===== config.mk =====
export PLATFORM = sky130hd
export DESIGN_NAME = pet_ram_arbiter
export DESIGN_NICKNAME = d
export VERILOG_FILES = /design/src/rtl/pet_ram_arbiter.sv
export SDC_FILE = /design/constraint.sdc
export NUM_CORES = 1
export LEC_CHECK = 0
export BUFFER_PORTS_ARGS = -buffer_cell sky130_fd_sc_hd__buf_2
export CAP_MARGIN = 20
export CORE_MARGIN = 4
export CORE_UTILIZATION = 25
export DETAILED_ROUTE_END_ITERATION = 12
export GPL_TIMING_DRIVEN = 0
export PLACE_DENSITY = 0.47
export SYNTH_ARGS = -nofsm -noshare
export SYNTH_HDL_FRONTEND = slang
export SYNTH_SLANG_ARGS = --single-unit

===== constraint.sdc =====
create_clock -name clk_sys -period 3 [get_ports clk_sys]
set_clock_uncertainty 0.1 [all_clocks]
set_input_delay 0 -clock clk_sys [delete_from_list [all_inputs] [get_ports clk_sys]]
set_output_delay 0 -clock clk_sys [all_outputs]
set_load 0.02 [all_outputs]

===== src/rtl/pet_ram_arbiter.sv =====
// Arbitrates the byte-wide DDR3 port between the ROM/TAP loader (writes, priority) and the tape player (reads).
// Optional PET_RAM_ARB_STATS_EN adds saturating write/read/timeout counters.
//
// state | meaning
// IDLE  | no transaction; pick loader first, then tape
// LD_WR | loader write: issue mem_req, wait for mem_ack or timeout
// TP_RD | tape read: issue mem_req, wait for mem_ack or timeout
module pet_ram_arbiter #(
  parameter int AW      = 25,
  parameter int TIMEOUT = 4095
) (
  input  logic          clk_sys,
  input  logic          reset,
  input  logic          ld_active,
  input  logic          ld_wr,
  input  logic [AW-1:0] ld_addr,
  input  logic [7:0]    ld_data,
  output logic          ld_wait,
  input  logic          tp_rd,
  input  logic [AW-1:0] tp_addr,
  output logic [7:0]    tp_data,
  output logic          tp_ready,
  output logic          mem_req,
  output logic          mem_we,
  output logic [AW-1:0] mem_addr,
  output logic [7:0]    mem_din,
  input  logic [7:0]    mem_dout,
  input  logic          mem_ack,
`ifdef PET_RAM_ARB_STATS_EN
  output logic [15:0]   stat_wr,
  output logic [15:0]   stat_rd,
  output logic [7:0]    stat_to,
`endif
  output logic          err
);

  localparam logic [15:0] TO_LOAD = 16'(TIMEOUT - 1);

  typedef enum logic [1:0] {IDLE, LD_WR, TP_RD} state_t;

  state_t        state;
  logic          ld_pend;
  logic          tp_pend;
  logic [AW-1:0] ld_addr_q;
  logic [AW-1:0] tp_addr_q;
  logic [7:0]    ld_data_q;
  logic [15:0]   to_cnt;

  assign ld_wait = ld_wr | ld_pend | (state == LD_WR);

  always_ff @(posedge clk_sys) begin
    if (reset) begin
      state     <= IDLE;
      ld_pend   <= 1'b0;
      tp_pend   <= 1'b0;
      ld_addr_q <= '0;
      tp_addr_q <= '0;
      ld_data_q <= 8'h00;
      to_cnt    <= '0;
      tp_data   <= 8'h00;
      tp_ready  <= 1'b1;
      mem_req   <= 1'b0;
      mem_we    <= 1'b0;
      mem_addr  <= '0;
      mem_din   <= 8'h00;
      err       <= 1'b0;
`ifdef PET_RAM_ARB_STATS_EN
      stat_wr   <= '0;
      stat_rd   <= '0;
      stat_to   <= '0;
`endif
    end else begin
      case (state)
        IDLE: begin
          if (ld_pend)      state <= LD_WR;
          else if (tp_pend) state <= TP_RD;
        end
        LD_WR, TP_RD: begin
          if (!mem_req) begin
            mem_req  <= 1'b1;
            mem_we   <= (state == LD_WR);
            mem_addr <= (state == LD_WR) ? ld_addr_q : tp_addr_q;
            if (state == LD_WR) mem_din <= ld_data_q;
            to_cnt   <= TO_LOAD;
          end else if (mem_ack || to_cnt == 16'd0) begin
            // ack wins over a timeout landing in the same cycle
            mem_req <= 1'b0;
            state   <= IDLE;
            if (state == LD_WR) begin
              ld_pend <= 1'b0;
            end else begin
              tp_pend  <= 1'b0;
              tp_ready <= 1'b1;
              if (mem_ack) tp_data <= mem_dout;
            end
            if (!mem_ack) err <= 1'b1;
`ifdef PET_RAM_ARB_STATS_EN
            if (!mem_ack) begin
              if (stat_to != 8'hFF) stat_to <= stat_to + 8'd1;
            end else if (state == LD_WR) begin
              if (stat_wr != 16'hFFFF) stat_wr <= stat_wr + 16'd1;
            end else begin
              if (stat_rd != 16'hFFFF) stat_rd <= stat_rd + 16'd1;
            end
`endif
          end else begin
            to_cnt <= to_cnt - 16'd1;
          end
        end
        default: state <= IDLE;
      endcase

      // new strobes come last so they win over a same-cycle completion clear
      if (ld_wr) begin
        ld_pend   <= 1'b1;
        ld_addr_q <= ld_addr;
        ld_data_q <= ld_data;
      end
      if (tp_rd && !ld_active) begin
        tp_pend   <= 1'b1;
        tp_addr_q <= tp_addr;
        tp_ready  <= 1'b0;
      end
    end
  end

endmodule


Word-level counts from Yosys, hierarchy flattened
Index checks and enable logic that the tools add are counted.
{ "totals": {"reg_bits": 123, "input_bits": 72, "out_inout_bits": 46} }
{ "classes": {"addsub": 1, "n_eq_ne": 7, "mux": 25, "bitwise_logic": 5, "n_reduce_logical": 21} }
{ "ops": {"columns": ["operator", "n"], "rows": [
  ["two-way mux 16 bit", 2],
  ["two-way mux 25 bit", 1],
  ["two-way mux 1 bit", 17],
  ["logical NOT 16 bit", 1],
  ["subtractor 16 x 1 -> 16 bit, second input constant", 1],
  ["nonzero test 2 bit", 7],
  ["AND reduction 4 bit", 3],
  ["two-way mux 2 bit", 4],
  ["!= test 2 bit, second input constant", 3],
  ["AND reduction 3 bit", 2],
  ["AND reduction 5 bit", 1],
  ["one-hot mux 2 bit (2 select lines)", 1],
  ["AND reduction 2 bit", 2],
  ["!= test 3 bit, second input constant", 1],
  ["inverter 1 bit", 3],
  ["== test 2 x 1 -> 1 bit, second input constant", 1],
  ["== test 2 bit, second input constant", 1],
  ["logical NOT 2 bit", 1],
  ["!= test 2 x 1 -> 1 bit, second input constant", 1],
  ["bitwise OR 1 bit", 2],
  ["OR reduction 2 bit", 1],
  ["logical AND 1 bit", 1],
  ["logical NOT 1 bit", 1],
  ["logical OR 1 bit", 1]
]} }

Depth between registers and ports, before layout
Gate-level depths: netlist of run 1.
{ "logic_depth": {"word_depth": 6, "ltp_mapped": 8, "mapped_depth_nobuf": 6} }

Least setup slack after synthesis of run 1
OpenSTA, ideal clock, no wires.
{ "synth_path": {"kind": "register -> register", "start": "register state[0]", "end": "register to_cnt[9]", "arrival_ns": 2.155, "t_required_ns": 2.826, "path_slack_ns": 0.671, "stages_incl_launch_ff": 9, "path_buffers": 2, "synth_period_minus_slack_ns": 2.329, "path_cell_list": "dfxtp_1 > inv_1 > ha_1 > nor2b_1 > clkbuf_1 > nand4_1 > clkbuf_1 > or4_2 > a31oi_1"} }
{ "synth_via": {"elab_chain_len": 3} }
{ "synth_lines": {"columns": ["item", "line", "source"], "rows": [
  ["start: declaration", "41", "state_t state;"],
  ["start signal: assignment", "53", "state <= IDLE;"],
  ["start signal: assignment", "75", "if (ld_pend) state <= LD_WR;"],
  ["start signal: assignment", "76", "else if (tp_pend) state <= TP_RD;"],
  ["== test 2 x 1 -> 1 bit or == test 2 bit (tied branches)", "73", "case (state)"],
  ["OR reduction 2 bit *", "73", null],
  ["AND reduction 2 bit (no line) *", null, null],
  ["end signal: assignment", "107", "to_cnt <= to_cnt - 16'd1;"],
  ["end: declaration", "47", "logic [15:0] to_cnt;"]
]} }
Mark *: on every way between the ends. The rest lies on a longest branch, timed or not.
A chain may end at the register's enable or synchronous reset.

Worst setup path in the final report of run 1
Ends and elaborated chain as after synthesis.

==> qor.yml, run 1 <==
drtIter0Drc: 200
final_util_pct: 37.73
htreeDepth: 4
cts_sinks: 123
grt_setup_unrepaired: "false"
drt-total-wl_um: 14900
nNetsFinal: 815
yosysTopAreaCell: "dfxtp_1"
die_w_um: 148.0
met3WireLength_um: 597
die_h_um: 148.0
synth-edff-count: 0
ys_types: 45
dieArea_um2: 21890
drt-met1-wl_um: 6760
slew_headroom_pct: 43.56
grt_first_pass_wirelength_um: 23900
rows: 50
cts_root_buf: "clkbuf_16"
async_flop_share_pct: 0
setup_viol: 0
status: "finished, final reports clean"
grt_pass1_vias: 4738
avgSynthCellArea_um2: 9.137
start_kind: "flip-flop"
ir_drop_v: 0.0004153
synthCells: 536
gp_congestion: 0.7728
ys_seq_area_share_pct: 50.28
p_leak_uw: 0.002915
io_pins: 118
dominantRegCellSynth: "dfxtp_1"
netlist_area_um2: 4897
mostFrequentLayoutCell: "dfxtp_1"
critPathMaxFanout: 10
top_layer: "met4"
synthTopCellsByArea: "dfxtp_1 (50%), mux2i_1 (14%), nand2_1 (5.7%), nor2_1 (5.6%), a211oi_1 (4.1%)"
p_per_area_nw_per_um2: 895.6
avgRoutedWirePerCell_um: 14.71
routed-wl-met2_um: 7227
synth_top_area_share_pct: 50.28
vias: 4520
slew_viol_final: 0
synth_nets: 611
yosys_warnings: 0
drive_gt1_share_pct: 20.72
antenna_found_initial: 0
maxCapViolCount: 0
post-route-min-period_ps: 2662
cts_max_path_buffers: 2
crit_type: "flip-flop to flip-flop"
fin_setup_tns_ps: 0
crit_arrival_ps: 2910
grt_max_degree: 17
ys_seq_elements: 123
antenna_left: 0
dr.pass1.iters: 4
grt_overflow: 0
setup_ws_ps: 338.3
vias_per_cell: 4.462
fillers: 1913
initial_core_util_pct: 25.83
cp-end-kind: "flip-flop"
grtUsageTotal_pct: 13.80
finalPower_uw: 6405
period_share_pct: 88.72
drc: 0
fmax_ghz: 0.3757
area_growth_pct: 46.04
cts_buffers: 17
post-cts-setup-buffers: 0
diodes: 0
fp.coreArea_um2: 18960
cts.clk_slew.worst_paths_ps: 60
post-place-ws_ps: 354.6
dp.final_hpwl_um: 10900
cts_tree: "done"
whs_ps: 36.66
hold_viol_final: 0
port-buffer-count: 116
tightest_slew_ps: 846.6
hold_class: "input pin to flip-flop"
insertion_delay_ps: 420
cp_data_required_time_ps: 3240
layout_common_cells: "dfxtp_1 (123), buf_2 (117), nand2_1 (74)"
[cells by family after synthesis]
kind of cell	count (synthesis)	synth area share, %
compound gates	98	13.21
mux	68	13.90
simple gates	194	17.99
flops	123	50.28
fa+ha+maj	3	0.7666
buf+inv	50	3.858
[state kept, by name, summed over array words and instances, names as in the netlist]
name / count
state: 2
ld_data_q: 8
mem_we: 1
tp_addr_q: 25
tp_pend: 1
ld_pend: 1
err: 1
ld_addr_q: 25
mem_req: 1
to_cnt: 16
mem_din: 8
mem_addr: 25
tp_data: 8
tp_ready: 1
[cell type report]
| class | count | area (um2) | area share [%] |
|---|---|---|---|
| clock buffer | 19 | 442.9 | 6.193 |
| multi-input combinational | 363 | 2246 | 31.40 |
| buffer | 42 | 158.9 | 2.222 |
| clock inverter | 13 | 215.2 | 3.009 |
| timing repair buffer | 185 | 1271 | 17.77 |
| tap | 260 | 325.3 | 4.549 |
| sequential | 123 | 2462 | 34.43 |
| inverter | 8 | 30.03 | 0.4199 |
[worst max-delay path: stages, from the launching register on]
cell	delay, ps
dfxtp_1	350
inv_1	60
ha_1	390
nor2b_1	160
clkbuf_1	290
nand4_1	180
clkbuf_1	240
or4_2	650
a31oi_1	170
[worst paths after layout]
path | from | endpoint | slack [ps] | cells past startpoint
setup / recovery | state[0]$_SDFFE_PP0P_ | to_cnt[9]$_SDFFE_PP0P_ | 340 | 8
hold / removal | ld_active | tp_addr_q[24]$_SDFFE_PP0P_ | 40 | 5
setup reg to reg | state[0]$_SDFFE_PP0P_ | to_cnt[9]$_SDFFE_PP0P_ | 340 | 8
hold reg to reg | mem_we$_SDFFE_PP0P_ | mem_we$_SDFFE_PP0P_ | 360 | 2
[stage by stage]
step                      instance area, um2  cells
after floorplan                         4897    536
final                                   7152   1013
after global placement                  5803    912
after global routing                    7152   1013
after CTS                               7152   1013
after detailed placement                5803    912
[metal layers]
layer	up-vias	track usage (%)
li1	2295	-
met1	2094	16.77
met2	109	23.04
met3	22	3.403
met4	0	6.328
met5	-	0
[Yosys cell counts (4+ instances only)]
cell	instances
nor2_1	73
or4_1	6
clkbuf_1	30
mux2i_1	68
nor2b_1	4
dfxtp_1	123
nand2_1	74
inv_1	8
nor4_1	4
or3_1	6
a211oi_1	27
a21oi_1	36
a31oi_1	9
buf_1	11
o31ai_1	8
[power by group]
group / internal, uW / switching (uW)
Combinational: 767 / 1220
Clock: 1500 / 773
Sequential: 1930 / 217
[what timing repair did]
action	4_1_cts	5_1_grt
hold buffers	69	0
hold endpoints to repair	74	0
resized for setup	0	0
Note: power is estimated with default switching activity, not from simulation.
==> run 2, diff against run 1 <==
--- a/config.mk
+++ b/config.mk
@@ -11,7 +11,7 @@
 export CORE_UTILIZATION = 25
 export DETAILED_ROUTE_END_ITERATION = 12
 export GPL_TIMING_DRIVEN = 0
-export PLACE_DENSITY = 0.47
+export PLACE_DENSITY = 0.48
 export SYNTH_ARGS = -nofsm -noshare
 export SYNTH_HDL_FRONTEND = slang
 export SYNTH_SLANG_ARGS = --single-unit
==> qor.yml, run 2 (synthesis gave the netlist of run 1 again) <==
r2r_cells: 8
die_w_um: 148.0
crit_arrival_ps: 2910
die_h_um: 148.0
dieArea_um2: 21890
drt-total-wl_um: 14580
avgRoutedWirePerCell_um: 14.41
setup_viol: 0
crit_type: "flip-flop to flip-flop"
cts_sinks: 123
period_share_pct: 89.28
vias: 4507
dr.pass1.iters: 4
hold_buffers: 68
io_pins: 118
drive_gt1_share_pct: 20.88
grt_max_degree: 17
multi_input_area_um2: 2246
drc: 0
cts_buffers: 17
cts_root_buf: "clkbuf_16"
holdPathStages: 3
nNetsFinal: 814
grtUsageTotal_pct: 13.48
fillers: 1907
ir_drop_v: 0.0004141
post-route-min-period_ps: 2678
mostFrequentLayoutCell: "dfxtp_1"
drtIter0Drc: 237
status: "finished, final reports clean"
ctsResizeCount: 0
rows: 50
cts_tree: "done"
p_per_area_nw_per_um2: 867.0
layout.cells.non_filler: 1012
tightest_slew_ps: 839.2
htreeDepth: 4
final_util_pct: 37.29
cp_data_required_time_ps: 3230
grt_overflow: 0
cts_max_path_buffers: 2
port-buffer-count: 116
start_kind: "flip-flop"
p_leak_uw: 0.002871
slew_headroom_pct: 44.06
layout_common_cells: "dfxtp_1 (123), buf_2 (117), nand2_1 (74)"
grt_setup_unrepaired: "false"
register_area_um2: 2462
cts.clk_slew.worst_paths_ps: 60
gp_congestion: 0.7711
initial_core_util_pct: 25.83
hold_class: "input pin to flip-flop"
cp-end-kind: "flip-flop"
critPathMaxFanout: 10
dp.final_hpwl_um: 10790
placedCellCount: 912
slew_viol_final: 0
reg_top3: "ld_addr_q: 25 flops, mem_addr: 25 flops, tp_addr_q: 25 flops"
fin_setup_tns_ps: 0
antenna_left: 0
whs_ps: 5.693
fmax_ghz: 0.3734
area_growth_pct: 44.33
diodes: 0
insertion_delay_ps: 410
grt_first_pass_wirelength_um: 23320
vias_per_cell: 4.454
fp.coreArea_um2: 18960
maxCapViolCount: 0
grt_pass1_vias: 4564
post-cts-setup-buffers: 0
antenna_found_initial: 0
hold_viol_final: 0
[run 2: area by class of cell]
cell class / count / area share (%)
Clock inverter: 14 / 2.053
Buffer: 42 / 2.248
Clock buffer: 18 / 6.213
Sequential cell: 123 / 34.84
Multi-Input combinational cell: 363 / 31.78
Inverter: 8 / 0.4249
Timing Repair Buffer: 184 / 17.84
Tap cell: 260 / 4.603
[run 2: path summary, 6_finish.rpt]
| check | slack [ps] | end | from |
|---|---|---|---|
| setup / recovery | 320 | to_cnt[9]$_SDFFE_PP0P_ | state[0]$_SDFFE_PP0P_ |
| hold / removal | 6 | ld_pend$_SDFFE_PP0P_ | ld_wr |
| setup reg to reg | 320 | to_cnt[9]$_SDFFE_PP0P_ | state[0]$_SDFFE_PP0P_ |
| hold reg to reg | 350 | tp_addr_q[3]$_SDFFE_PP0P_ | tp_addr_q[3]$_SDFFE_PP0P_ |
[run 2: critical path: stages (launching register included)]
cell,delay [ps]
dfxtp_1,350
inv_1,50
ha_1,380
nor2b_1,150
clkbuf_1,300
nand4_1,190
clkbuf_1,250
or4_2,640
a31oi_1,170
[run 2: per-stage QoR]
stage	power, uW	worst slack [ps]	area, um2
floorplan	3481	671.1	4897
global placement	4045	400.3	5803
detailed placement	4098	347.2	5803
CTS	6202	329.8	7068
global route	6523	76.61	7068
finish	6128	321.6	7068
[run 2: report_power, final]
part	internal (uW)	switching [uW]
Combinational	766	1220
Sequential	1930	216
Clock	1240	758
Total	3940	2190
[run 2: metal layers]
| layer | global-route usage [%] | vias to the layer above | wire length, um |
|---|---|---|---|
| met5 | 0 | - | 0 |
| met4 | 5.266 | 0 | 273 |
| met2 | 22.38 | 121 | 7022 |
| met3 | 3.679 | 20 | 660 |
| met1 | 16.63 | 2070 | 6626 |
| li1 | - | 2296 | - |
==> run 3, diff against run 2 <==
==> constraint.sdc (replaced) <==
create_clock -name clk_sys -period 3 [get_ports clk_sys]
set_clock_uncertainty 0.1 [all_clocks]
set_input_delay 0.9 -clock clk_sys [delete_from_list [all_inputs] [get_ports clk_sys]]
set_output_delay 0.9 -clock clk_sys [all_outputs]
set_load 0.02 [all_outputs]
==> qor.yml, run 3 (synthesis gave the netlist of run 1 again) <==
p_int_uw: 3882
pwr-share-clk_pct: 33.0
dp.final_hpwl_um: 10790
grt_overflow: 0
hold_viol_final: 0
cts_buffers: 17
slew_headroom_pct: 44.44
rows: 50
cp_data_required_time_ps: 2000
htreeDepth: 4
place_area_um2: 5803
tightest_slew_ps: 833.5
status: "finished, final reports clean"
diodes: 0
drtIter0Drc: 220
start_kind: "flip-flop"
post-route-min-period_ps: 2921
p_per_area_nw_per_um2: 949.2
dieArea_um2: 21890
startpoint: "state[1]$_SDFFE_PP0P_"
post-cts-setup-buffers: 0
path_delay_family: "buffers and inverters"
cts_tree: "done"
fillers: 1961
drc: 0
insertion_delay_ps: 410
drt-total-wl_um: 14160
grtUsageTotal_pct: 13.03
critPathMaxFanout: 10
setup_viol: 0
antenna_left: 0
p_comb_share_pct: 31.6
antenna_found_initial: 0
dr.pass1.iters: 4
min-delay-start: "tp_addr_q[3]$_SDFFE_PP0P_"
worstReg2RegStart: "state[0]$_SDFFE_PP0P_"
period_share_pct: 97.36
cp-end-kind: "output port"
crit_buf_inv: 4
layout.cells.non_filler: 944
path_cells: "inv_1 > ha_1 > clkbuf_1 > buf_4 > or3_1 > buf_2"
p_leak_uw: 0.002591
grt_pass1_vias: 4283
fin_area_um2: 6391
fp.coreArea_um2: 18960
holdPathStages: 2
vias: 4267
avgRoutedWirePerCell_um: 15.00
fin_setup_tns_ps: 0
area_growth_pct: 30.51
rrSetupSlack_ps: 320
port-buffer-count: 116
max_stage_delay_ps: 420
vias_per_cell: 4.520
slew_viol_final: 0
setup_ws_ps: 79.06
crit_arrival_ps: 1920
drive_gt1_share_pct: 23.10
layout_common_cells: "dfxtp_1 (123), buf_2 (117), nand2_1 (74)"
cts_sinks: 123
maxCapViolCount: 0
reg_top3: "ld_addr_q: 25 flops, mem_addr: 25 flops, tp_addr_q: 25 flops"
register_area_um2: 2462
r2r_end: "to_cnt[9]$_SDFFE_PP0P_"
nNetsFinal: 746
grt_first_pass_wirelength_um: 22450
grt_setup_unrepaired: "false"
die_h_um: 148.0
grt_max_degree: 17
placedCellCount: 912
die_w_um: 148.0
fmax_ghz: 0.3424
cts_max_path_buffers: 2
swShare_pct: 36.01
hold_class: "flip-flop to flip-flop"
multi_input_area_um2: 2246
holdPathEnd: "tp_addr_q[3]$_SDFFE_PP0P_"
post-place-ws_ps: 132.4
cts_root_buf: "clkbuf_16"
gp_congestion: 0.7711
crit_slowest_cell: "or3_1"
crit_type: "flip-flop to output port"
cts.clk_slew.worst_paths_ps: 60
finalPower_uw: 6067
io_pins: 118
netSwitchingPower_uw: 2184
ir_drop_v: 0.0004156
initial_core_util_pct: 25.83
sequentialPowerShare_pct: 35.4
r2r_cells: 8
mostFrequentLayoutCell: "dfxtp_1"
run 3: worst register-to-register path, delay by kind of cell, from the launching register on:
family | cells | cell delay, ps
flops | 1 | 350
compound gates | 1 | 170
buf+inv | 3 | 600
simple gates | 3 | 990
fa+ha+maj | 1 | 390
run 3: worst max path at each step:
stage,depth (start not counted),endpoint
after floorplan,2,ld_wait
after global placement,3,ld_wait
after detailed placement,3,ld_wait
after CTS,6,ld_wait
after global routing,6,ld_wait
final,6,ld_wait
run 3: per-stage QoR:
| stage | utilization [%] | hold slack (ps) |
|---|---|---|
| 2_1_floorplan | - | 335.7 |
| 3_3_place_gp | 30.61 | 340.9 |
| 3_5_place_dp | 30.61 | 346.5 |
| 4_1_cts | 33.72 | 354.4 |
| 5_1_grt | 33.72 | 372.3 |
| 6_report | 33.72 | 351.2 |
run 3: repair_timing:
| action | in CTS | in global routing |
|---|---|---|
| setup endpoints to repair | 1 | 1 |
| hold buffers | 0 | 0 |
| resized for setup | 2 | 1 |
run 3: metal layers:
metal	track usage [%]	wire [um]	up-vias
li1	-	-	2157
met2	21.47	6762	100
met5	0	0	-
met3	4.169	738	16
met4	4.850	225	0
met1	15.94	6430	1994
run 3: power by group through the flow:
stage                     Combinational, uW  Sequential (uW)  Clock (uW)
final                                  1920             2150        2000
after floorplan                        1170             2310           0
after CTS                              1930             2140        2060
after detailed placement               1920             2180           0
after global routing                   2130             2180        2130
after global placement                 1880             2170           0
run 3: cell type report:
cell class,instances,area share [%]
timing repair buffer,116,9.084
clock inverter,14,2.271
clock buffer,18,6.872
buffer,42,2.545
multi-input combinational,363,35.14
sequential,123,38.53
inverter,8,0.4699
tap,260,5.090
